<file path="src/rtl/uart_pkg.sv">
// rtl/uart_pkg.sv - shared types, constants and helpers for the UART receive path
package uart_pkg;

  localparam int UART_DATA_BITS = 8;

  typedef enum logic [2:0] {
    IDLE,
    START,
    DATA,
    PARITY,
    STOP,
    WAIT_IDLE
  } uart_rx_state_t;

  // Width of a down-counter that must be able to hold clks_per_bit itself.
  function automatic int uart_timer_width(input int clks_per_bit);
    return $clog2(clks_per_bit + 1);
  endfunction

endpackage

</file>
<file path="src/rtl/uart_bit_timer.sv">
// rtl/uart_bit_timer.sv - loadable bit-period down-counter with expiry flag
module uart_bit_timer #(
  parameter int WIDTH = 7
) (
  input  logic             clk,
  input  logic             reset_n,
  input  logic             i_load,
  input  logic [WIDTH-1:0] i_load_val,
  output logic             o_expired
);

  logic [WIDTH-1:0] r_count;

  // Count down to zero and park there; a load always takes priority.
  always_ff @(posedge clk) begin
    if (!reset_n) begin
      r_count <= '0;
    end else if (i_load) begin
      r_count <= i_load_val;
    end else if (r_count != '0) begin
      r_count <= r_count - 1'b1;
    end
  end

  assign o_expired = (r_count == '0);

endmodule

</file>
<file path="src/rtl/uart_rx.sv">
// rtl/uart_rx.sv - 8N1 UART receiver (8E1 when UART_RX_PARITY_EN is defined)
import uart_pkg::*;

module uart_rx #(
  parameter int CLKS_PER_BIT = 104,
  parameter int SYNC_STAGES  = 2
) (
  input  logic                      clk,
  input  logic                      reset_n,
  input  logic                      rx,
  output logic [UART_DATA_BITS-1:0] rx_data,
  output logic                      rx_valid,
  input  logic                      rx_ready,
  output logic                      frame_err,
  output logic                      overrun_err,
  output logic                      parity_err
);

  localparam int TW    = uart_timer_width(CLKS_PER_BIT);
  localparam int IDX_W = $clog2(UART_DATA_BITS);
  localparam logic [TW-1:0]    HALF_BIT = TW'(CLKS_PER_BIT / 2);
  // Reload one short so that successive expiries are exactly CLKS_PER_BIT apart.
  localparam logic [TW-1:0]    FULL_BIT = TW'(CLKS_PER_BIT - 1);
  localparam logic [IDX_W-1:0] LAST_IDX = IDX_W'(UART_DATA_BITS - 1);

  logic [SYNC_STAGES-1:0]    r_sync;
  uart_rx_state_t            r_state;
  logic [UART_DATA_BITS-1:0] r_shift;
  logic [UART_DATA_BITS-1:0] r_rx_data;
  logic [IDX_W-1:0]          r_bit_idx;
  logic                      r_rx_valid;
  logic                      r_frame_err;
  logic                      r_overrun_err;
  logic                      w_rx_s;
  logic                      w_expired;
  logic                      w_load;
  logic [TW-1:0]             w_load_val;
  logic                      w_par_ok;

`ifdef UART_RX_PARITY_EN
  logic r_parity_err;
  logic r_par_bad;
  assign w_par_ok   = !r_par_bad;
  assign parity_err = r_parity_err;
`else
  assign w_par_ok   = 1'b1;
  assign parity_err = 1'b0;
`endif

  // Metastability chain; resets to the idle-high line level.
  always_ff @(posedge clk) begin
    if (!reset_n) begin
      r_sync <= '1;
    end else begin
      r_sync <= {r_sync[SYNC_STAGES-2:0], rx};
    end
  end

  assign w_rx_s = r_sync[SYNC_STAGES-1];

  uart_bit_timer #(.WIDTH(TW)) u_timer (
    .clk       (clk),
    .reset_n   (reset_n),
    .i_load    (w_load),
    .i_load_val(w_load_val),
    .o_expired (w_expired)
  );

  // Timer reloads: half a bit after the start edge, then a full bit per sample point.
  always_comb begin
    w_load     = 1'b0;
    w_load_val = FULL_BIT;
    case (r_state)
      IDLE: begin
        if (!w_rx_s) begin
          w_load     = 1'b1;
          w_load_val = HALF_BIT;
        end
      end
      START:        w_load = w_expired && !w_rx_s;
      DATA, PARITY: w_load = w_expired;
      default:      w_load = 1'b0;
    endcase
  end

  // Frame state machine with registered byte delivery and single-cycle error pulses.
  always_ff @(posedge clk) begin
    if (!reset_n) begin
      r_state       <= IDLE;
      r_shift       <= '0;
      r_rx_data     <= '0;
      r_bit_idx     <= '0;
      r_rx_valid    <= 1'b0;
      r_frame_err   <= 1'b0;
      r_overrun_err <= 1'b0;
`ifdef UART_RX_PARITY_EN
      r_parity_err  <= 1'b0;
      r_par_bad     <= 1'b0;
`endif
    end else begin
      r_frame_err   <= 1'b0;
      r_overrun_err <= 1'b0;
`ifdef UART_RX_PARITY_EN
      r_parity_err  <= 1'b0;
`endif
      if (r_rx_valid && rx_ready) begin
        r_rx_valid <= 1'b0;
      end
      case (r_state)
        IDLE: begin
          if (!w_rx_s) begin
            r_state <= START;
          end
        end
        START: begin
          if (w_expired) begin
            if (w_rx_s) begin
              r_state <= IDLE;
            end else begin
              r_bit_idx <= '0;
              r_state   <= DATA;
`ifdef UART_RX_PARITY_EN
              r_par_bad <= 1'b0;
`endif
            end
          end
        end
        DATA: begin
          if (w_expired) begin
            r_shift   <= {w_rx_s, r_shift[UART_DATA_BITS-1:1]};
            r_bit_idx <= r_bit_idx + 1'b1;
            if (r_bit_idx == LAST_IDX) begin
`ifdef UART_RX_PARITY_EN
              r_state <= PARITY;
`else
              r_state <= STOP;
`endif
            end
          end
        end
`ifdef UART_RX_PARITY_EN
        PARITY: begin
          if (w_expired) begin
            if (^{r_shift, w_rx_s}) begin
              r_parity_err <= 1'b1;
              r_par_bad    <= 1'b1;
            end
            r_state <= STOP;
          end
        end
`endif
        STOP: begin
          if (w_expired) begin
            if (!w_rx_s) begin
              r_frame_err <= 1'b1;
              r_state     <= WAIT_IDLE;
            end else begin
              r_state <= IDLE;
              if (w_par_ok) begin
                if (!r_rx_valid || rx_ready) begin
                  r_rx_data  <= r_shift;
                  r_rx_valid <= 1'b1;
                end else begin
                  r_overrun_err <= 1'b1;
                end
              end
            end
          end
        end
        WAIT_IDLE: begin
          if (w_rx_s) begin
            r_state <= IDLE;
          end
        end
        default: r_state <= IDLE;
      endcase
    end
  end

  assign rx_data     = r_rx_data;
  assign rx_valid    = r_rx_valid;
  assign frame_err   = r_frame_err;
  assign overrun_err = r_overrun_err;

endmodule

</file>
<file path="config.mk">
export PLATFORM = sky130hd
export DESIGN_NAME = uart_rx
export DESIGN_NICKNAME = d
export VERILOG_FILES = /design/src/rtl/uart_pkg.sv /design/src/rtl/uart_bit_timer.sv /design/src/rtl/uart_rx.sv
export SDC_FILE = /design/constraint.sdc
export NUM_CORES = 1
export LEC_CHECK = 0
export CAP_MARGIN = 20
export CELL_PAD_IN_SITES_DETAIL_PLACEMENT = 0
export CELL_PAD_IN_SITES_GLOBAL_PLACEMENT = 1
export CORE_MARGIN = 1.5
export CORE_UTILIZATION = 42
export CTS_CLUSTER_DIAMETER = 150
export DETAILED_ROUTE_END_ITERATION = 8
export GPL_TIMING_DRIVEN = 0
export PLACE_DENSITY = 0.75
export SLEW_MARGIN = 20
export SYNTH_ARGS = -nofsm -noshare
export SYNTH_HDL_FRONTEND = slang
export SYNTH_SLANG_ARGS = --single-unit
</file>
<file path="constraint.sdc">
create_clock -name clk -period 2 [get_ports clk]
set_input_delay 0.2 -clock clk [delete_from_list [all_inputs] [get_ports clk]]
set_output_delay 0.2 -clock clk [all_outputs]
set_load 0.1 [all_outputs]
</file>
# Word level (Yosys, flattened, before mapping)
# Index checks and enable logic that the tools add are counted.
# word_totals
input_bits	4
elab_cells	66
register_bits	34
out_inout_bits	12
# classes
n_eq_ne	13
muxes	25
n_reduce_logical	17
add_sub_neg	2
# ops
cell	n
two-way mux 3 bit	10
two-way mux 7 bit	4
one-hot mux 3 bit (5 select lines)	1
!= test 2 bit (second input constant)	7
AND reduction 4 bit	3
== test 3 bit (second input constant)	3
logical NOT 7 bit	1
two-way mux 1 bit	7
nonzero test 7 bit	1
subtractor 7 x 1 -> 7 bit (second input constant)	1
== test 3 x 2 -> 1 bit (second input constant)	2
one-hot mux 3 bit (2 select lines)	1
AND reduction 6 bit	1
nonzero test 2 bit	2
adder 3 x 1 -> 3 bit (second input constant)	1
== test 3 x 1 -> 1 bit (second input constant)	1
logical NOT 3 bit	1
one-hot mux 1 bit (3 select lines)	1
AND reduction 3 bit	1
logical AND 1 bit	2
logical NOT 1 bit	2
two-way mux 2 bit	1
AND reduction 2 bit	1
OR reduction 2 bit	1
logical OR 1 bit	1

# Longest topological paths before layout
# Gate-level depths: netlist of run 1.
# depth
ltp_word	6
depth_mapped	7
mapped_depth_nobuf	6

# Modules after synthesis
# A second synthesis of run 1 with hierarchy kept.
# hier_totals
hier_cells	173
area_unflattened_um2	1586.5
# by_module_without_submodules
module	cells_per_inst	area_per_inst_um2	n_inst	seq_area_each_um2
uart_rx	129	1174.9	1	540.5
uart_bit_timer	44	411.6	1	140.1

# Worst setup path before layout of run 1
# No wires, ideal clock.
# synth_timing
path_type	flip-flop to flip-flop
from	register u_timer.r_count[2]
to	register r_bit_idx[1]
stages_incl_launch_ff	6
setup_slack_ps	197
n_path_buf	1
setup_time_ps	117
t_required_ps	1883
arrival_time_ps	1685
synth_period_minus_slack_ps	1803
cell_sequence	dfxtp_1 > or4_1 > buf_2 > a2111oi_0 > nor2_1 > a32o_1
# synth_via
elab_chain_len	3
elab_cells_between_ends	4
classes_between	eq/ne (2); reduce/logical (2)
# synth_rtl
element	line_no	text
from (decl)	uart_bit_timer.sv:12	logic [WIDTH-1:0] r_count;
from (signal assigned)	uart_bit_timer.sv:19	r_count <= i_load_val;
from (signal assigned)	uart_bit_timer.sv:21	r_count <= r_count - 1'b1;
logical NOT 7 bit *	uart_bit_timer.sv:25	assign o_expired = (r_count == '0);
!= test 2 bit (no line)	-	
AND reduction 4 bit (no line) *	-	
to (signal assigned)	uart_rx.sv:131	r_bit_idx <= r_bit_idx + 1'b1;
to (decl)	uart_rx.sv:30	logic [IDX_W-1:0] r_bit_idx;
# Every way passes the cells marked *; elsewhere a longest branch is shown, timed or not.
# A chain may end at the register's enable or synchronous reset.

# Worst setup path after layout of run 1
# layout_timing
from	register u_timer.r_count[2]
to	register r_shift[3]
# layout_via
elab_chain_len	2
# layout_rtl
element	line_no	text
logical NOT 7 bit	uart_bit_timer.sv:25	
AND reduction 2 bit (no line)	-	
to (signal assigned)	uart_rx.sv:130	r_shift <= {w_rx_s, r_shift[UART_DATA_BITS-1:1]};
to (decl)	uart_rx.sv:28	logic [UART_DATA_BITS-1:0] r_shift;
# No other way between the ends.

==> impl_metrics.ini, run 1 <==
[timing]
post-route-period-util = 0.927
hold_viol_final = 0
slew-limit-headroom = 0.364
setup_tns_ps = 0
setup-violations-final = 0
fmax_mhz = 539
drv_slew = 0
fin_ws_ps = 145
rsz0062_at_grt = false
finClkSkew_ps = 9.62
period_minus_slack_ps = 1850
worst_pin_slew_ps = 957

[layout]
area.growth.synth_to_final_pct = 17.5
final_core_util = 0.522
fin_nets = 196
multi_input_area_um2 = 759
n_fill_cell = 334
seq_area_um2 = 683
drive_gt1_frac = 0.122
diodes = 0
fin_area_um2 = 1770
fin_cells = 235

[power_and_ir_drop]
power.density_nw_per_um2 = 1040
power_frac_comb = 0.349
vdd_drop_max_mv = 0.426
pwr-share-seq = 0.438
cell_internal_pwr_uw = 1130
sw_frac_of_total = 0.386
leakage_uw = 0.000762
pwr-share-clk = 0.213
switching_power_uw = 712

[synthesis]
synth_edf_count = 0
yosysWarnings = 0
synth_flop_cell = dfxtp_1
synth_area_um2 = 1510
ys_async_sr_fraction = 0
postSynthCellCount = 168
synth_fp_nets = 176
yosysSeqAreaShare = 0.452
avgSynthCellArea_um2 = 8.96
ys_ff_latch = 34
yosys.cell_types.count = 41

[detailed_routing]
drt-initial-drc-count = 61
ant_nets = 0
viasPerCell = 5.44
wl_per_cell_um = 14.4
vias = 1279
firstDrtPassIters = 5
drc_errors = 0
wl_mm = 3.37

[floorplanning]
fp.dieW_um = 62.9
boundaryPins = 16
fp.dieH_um = 62.9
core_um2 = 3390
dieArea_um2 = 3950
rows = 21
start_util = 0.444

[placement]
place.detailed.hpwl_mm = 2.38
dp.cells = 227
placed_cell_area_um2 = 1690
dpl_worst_slack_ps = 10.4
routabilityCongestion = 0.772
port_buffers = 13

[grt]
gr-usage-met2 = 0.310
top_usage_layer = met2
grt_pass1_vias = 1313
antenna_found_initial = 0
grt_usage = 0.182
grt_util_met1 = 0.198
grtUsageMet3 = 0.0649
grt_overflow = 0
grt_max_degree = 13
grt_pass1_wl_mm = 5.64

[setup_path]
cp_max_fo = 10
crit_path_end_kind = flop
critPathArrivalTime_ps = 2140
cp.required_ps = 2280
path_class = reg -> reg
startpoint_type = flop

[cts]
cts_tree = yes
cts_sinks = 34
clockBufferDepth = 2
htreeDepth = 2
cts_root_buf = clkbuf_4
cts_hold_buf = 0
path_clk_slew_ps = 120
clkLatencyLatePin_ps = 340
numCtsBuffers = 5

[job]
cap_violations = 0

[worst_hold_path]
hold_class = in -> reg

[status]
status = finished, final reports clean
[area by class of cell]
class / count / area share
tap: 46 / 0.0326
clock buffer: 5 / 0.0212
timing repair buffer: 14 / 0.0701
sequential: 34 / 0.386
multi-input combinational: 117 / 0.430
inverter: 6 / 0.0127
clock inverter: 3 / 0.0120
buffer: 10 / 0.0354
[cell usage in the layout (no fill, tap or decap), types with 2 or more instances in the layout]
cell type,n
dfxtp_1,32
nand2_1,22
dlygate4sd2_1,11
o21ai_0,10
nor2_1,10
nand3_1,8
mux2i_1,8
nand2b_1,7
a21oi_1,7
inv_1,6
clkbuf_4,6
clkbuf_1,4
nor3_1,4
or3_1,4
ha_1,4
nor4_1,3
a31oi_1,3
o211a_1,3
buf_2,2
buf_6,2
a2111oi_2,2
a32o_1,2
o221ai_1,2
nand3b_1,2
buf_4,2
clkdlybuf4s50_1,2
dfxtp_2,2
[critical path: stages (launching register included)]
cell	delay [ps]
dfxtp_2	360
or4_1	500
buf_2	190
nor4_4	250
buf_4	210
buf_6	140
nand3_1	70
o21ai_0	70
[layer usage]
metal,vias to the layer above,part of all wire
met5,-,0
met3,6,0.036
met1,607,0.44
met2,31,0.51
met4,0,0.021
li1,635,-
[power groups by stage]
stage                     clock network (uW)  registers (uW)  logic, uW
after global routing                     433             819        700
after global placement                     0             808        589
after floorplan                            0             803        481
final                                    392             809        644
after detailed placement                   0             812        613
after CTS                                407             796        613
[cell families after synthesis]
family          Yosys count  synth area share
mux                       8            0.0532
simple gates             68             0.237
fa+ha+maj                 4            0.0333
flops                    34             0.452
xor+xnor                  1           0.00582
compound gates           35             0.157
other cells               1           0.00249
buf+inv                  17            0.0590
[state kept, by name, indices dropped and copies added (netlist names)]
register         flops
r_shift              8
rx_data              8
u_timer.r_count      7
r_bit_idx            3
r_state              3
r_sync               2
frame_err            1
overrun_err          1
rx_valid             1
[Yosys cell counts, types with 2 or more instances]
| library cell | instances | area [um^2] |
|---|---|---|
| a21oi_1 | 7 | 35.0 |
| a31oi_1 | 3 | 18.8 |
| a32o_1 | 2 | 20.0 |
| buf_2 | 2 | 10.0 |
| buf_6 | 2 | 22.5 |
| clkbuf_1 | 5 | 18.8 |
| dfxtp_1 | 34 | 681 |
| ha_1 | 4 | 50.1 |
| inv_1 | 6 | 22.5 |
| mux2i_1 | 8 | 80.1 |
| nand2_1 | 22 | 82.6 |
| nand2b_1 | 7 | 43.8 |
| nand3_1 | 8 | 40.0 |
| nand3b_1 | 2 | 15.0 |
| nor2_1 | 10 | 37.5 |
| nor3_1 | 4 | 20.0 |
| nor4_1 | 3 | 18.8 |
| o211a_1 | 3 | 30.0 |
| o21ai_0 | 10 | 50.1 |
| o221ai_1 | 2 | 17.5 |
| or3_1 | 4 | 25.0 |
[metrics by stage]
stage	power (uW)	hold slack (ps)
floorplan	1280	301
global placement	1400	395
detailed placement	1430	402
CTS	1820	159
global route	1950	166
finish	1850	159
[path summary, 6_finish.rpt]
kind,start,end,slack (ps),cells after the start
worst min register to register,r_sync[0]$_SDFF_PN1_,r_sync[1]$_SDFF_PN1_,430,1
worst max-delay path,u_timer.r_count[2]$_SDFFE_PN0P_,r_shift[3]$_SDFFE_PN0P_,150,7
worst min-delay path,reset_n,r_sync[0]$_SDFF_PN1_,160,2
worst max register to register,u_timer.r_count[2]$_SDFFE_PN0P_,r_shift[3]$_SDFFE_PN0P_,150,7
[timing repair]
| item | 4_1_cts | 5_1_grt |
|---|---|---|
| endpoints found under the setup margin | 11 | 20 |
| resized for setup | 11 | 7 |
| setup buffers | 0 | 1 |
| pin swaps | 0 | 2 |
Note: power is estimated with default switching activity, not from simulation.
==> run 2, diff against run 1 <==
- PLACE_DENSITY: 0.75 -> 0.74
- SYNTH_HIERARCHICAL: not set -> 1
- clock period: 2 -> 2.11 ns (I/O delays scaled with it)
==> run 2 against run 1 <==
Compared with the run above:
- critical path type unchanged
- sequential power fell by 5.1%
- highest routed layer unchanged
- critical path depth rose by 3
- non-clock buffer count rose by 2
- utilization rose by 2.1 points
- largest cell class unchanged
- largest power group unchanged
==> impl_metrics.ini, run 2 <==
[status]
status = finished, final reports clean

[synthesis]
synth_area_leaders = dfxtp_1, mux2i_1, nand2_1
synth.most_common_cell = dfxtp_1
synth_area_leader_cell = dfxtp_1
ys_async_sr_fraction = 0
avgSynthCellArea_um2 = 9.17
synth_top_area_frac = 0.429
synth_flop_cell = dfxtp_1
postSynthCellCount = 173
synth_edf_count = 0
yosysWarnings = 6
yosysSeqAreaShare = 0.429
ys_top_cells_by_count = dfxtp_1, nand2_1, mux2i_1, nor2_1, nor2b_1
yosys.cell_types.count = 43
synth_area_um2 = 1590
ys_ff_latch = 34

[cts]
cts_tree = yes
clkLatencyLatePin_ps = 280
clockBufferDepth = 2
numCtsBuffers = 5
htreeDepth = 2
cts_sinks = 34
cts_root_buf = clkbuf_8
path_clk_slew_ps = 70

[grt]
grt_pass1_vias = 1161
antenna_found_initial = 0
grt_overflow = 0
grt_usage = 0.158
grt_pass1_wl_mm = 5.04
grt_max_degree = 15

[setup_path]
path_class = reg -> reg
cp.required_ps = 2290
cp_max_fo = 10
critPathArrivalTime_ps = 2160
crit_path_end_kind = flop
worstRegToRegCells = 10
startpoint_type = flop

[job]
cap_violations = 0

[timing]
setup_tns_ps = 0
slew-limit-headroom = 0.354
worst_pin_slew_ps = 966
rsz0062_at_grt = false
drv_slew = 0
setup-violations-final = 0
finClkSkew_ps = 3.27
fmax_mhz = 505
hold_viol_final = 0
post-route-period-util = 0.938
period_minus_slack_ps = 1980
fin_ws_ps = 131

[layout]
layout_commonest_cell = dfxtp_1
fin_nets = 205
final_cell_mix = dfxtp_1, nand2_1, mux2i_1, clkdlybuf4s50_1, nor2_1
drive_gt1_frac = 0.111
final_core_util = 0.542
diodes = 0
area.growth.synth_to_final_pct = 24.2

[power_and_ir_drop]
power.density_nw_per_um2 = 1100
vdd_drop_max_mv = 0.496
leakage_uw = 0.000731
fin_total_pwr_uw = 2170

[placement]
place.detailed.hpwl_mm = 2.14
port_buffers = 14
dpl_worst_slack_ps = -218
routabilityCongestion = 0.746

[detailed_routing]
ant_nets = 0
drt-initial-drc-count = 57
wl_mm = 2.86
wl_per_cell_um = 11.6
vias = 1187
firstDrtPassIters = 4
viasPerCell = 4.83
drc_errors = 0

[worst_hold_path]
holdPathStages = 1
hold_class = reg -> reg

[floorplanning]
rows = 22
boundaryPins = 16
dieArea_um2 = 4160
start_util = 0.437
core_um2 = 3630
fp.dieW_um = 64.5
fp.dieH_um = 64.5
[run 2: critical path, cell delays in order, from the launching register on]
cell and delay, ps:
dfxtp_1 310, inv_1 110, ha_1 160, and4b_1 200
buf_6 130, clkbuf_4 190, nor2_1 60, nor3_1 220
clkbuf_4 250, o31ai_1 90, and2_1 160
[run 2: cells by family after synthesis]
| group | share of synthesized area |
|---|---|
| buffers and inverters | 0.0505 |
| AND/OR/NAND/NOR | 0.251 |
| flip-flops | 0.429 |
| multiplexers | 0.110 |
| AO/OA/AOI/OAI | 0.0899 |
| adder cells (fa/ha/maj) | 0.0315 |
| XOR/XNOR | 0.0331 |
| other | 0.00473 |
[run 2: what timing repair did]
action,in CTS,in global routing
endpoints found under the hold margin,0,0
gates resized for setup,2,7
setup buffers,1,0
hold buffers,0,0
pin swaps,1,0
setup endpoints to repair,25,15
[run 2: final cells by class]
| type | count | area (um^2) |
|---|---|---|
| timing repair buffer | 15 | 160 |
| inverter | 5 | 18.8 |
| clock inverter | 2 | 60.1 |
| sequential | 34 | 681 |
| buffer | 11 | 75.1 |
| fill | 348 | 1660 |
| tap | 48 | 60.1 |
| clock buffer | 6 | 82.6 |
| multi-input combinational | 125 | 833 |
[run 2: routing by layer]
metal | GRT usage | part of all wire | vias to the layer above
li1 | - | - | 632
met1 | 0.181 | 0.48 | 536
met2 | 0.275 | 0.47 | 14
met3 | 0.0590 | 0.037 | 5
met4 | 0.0479 | 0.013 | 0
met5 | 0 | 0 | -
[run 2: through the flow]
stage	hold WS, ps	cells	cell area (um^2)
after floorplan	284	175	1590
after global placement	399	237	1790
after detailed placement	399	237	1790
after CTS	415	246	1960
after global routing	429	246	1970
final	409	246	1970
[run 2: final timing paths]
kind	slack, ps	start	to
max reg2reg	130	u_timer/r_count[0]$_SDFFE_PN0P_	u_timer/r_count[3]$_SDFFE_PN0P_
min reg2reg	410	r_sync[0]$_SDFF_PN1_	r_sync[1]$_SDFF_PN1_
min	410	r_sync[0]$_SDFF_PN1_	r_sync[1]$_SDFF_PN1_
max	130	u_timer/r_count[0]$_SDFFE_PN0P_	u_timer/r_count[3]$_SDFFE_PN0P_
[run 2: power by group]
group | switching [uW] | internal [uW] | leakage (uW)
Clock | 230 | 504 | 0.0000714
Sequential | 56.8 | 712 | 0.000276
Combinational | 338 | 333 | 0.000384
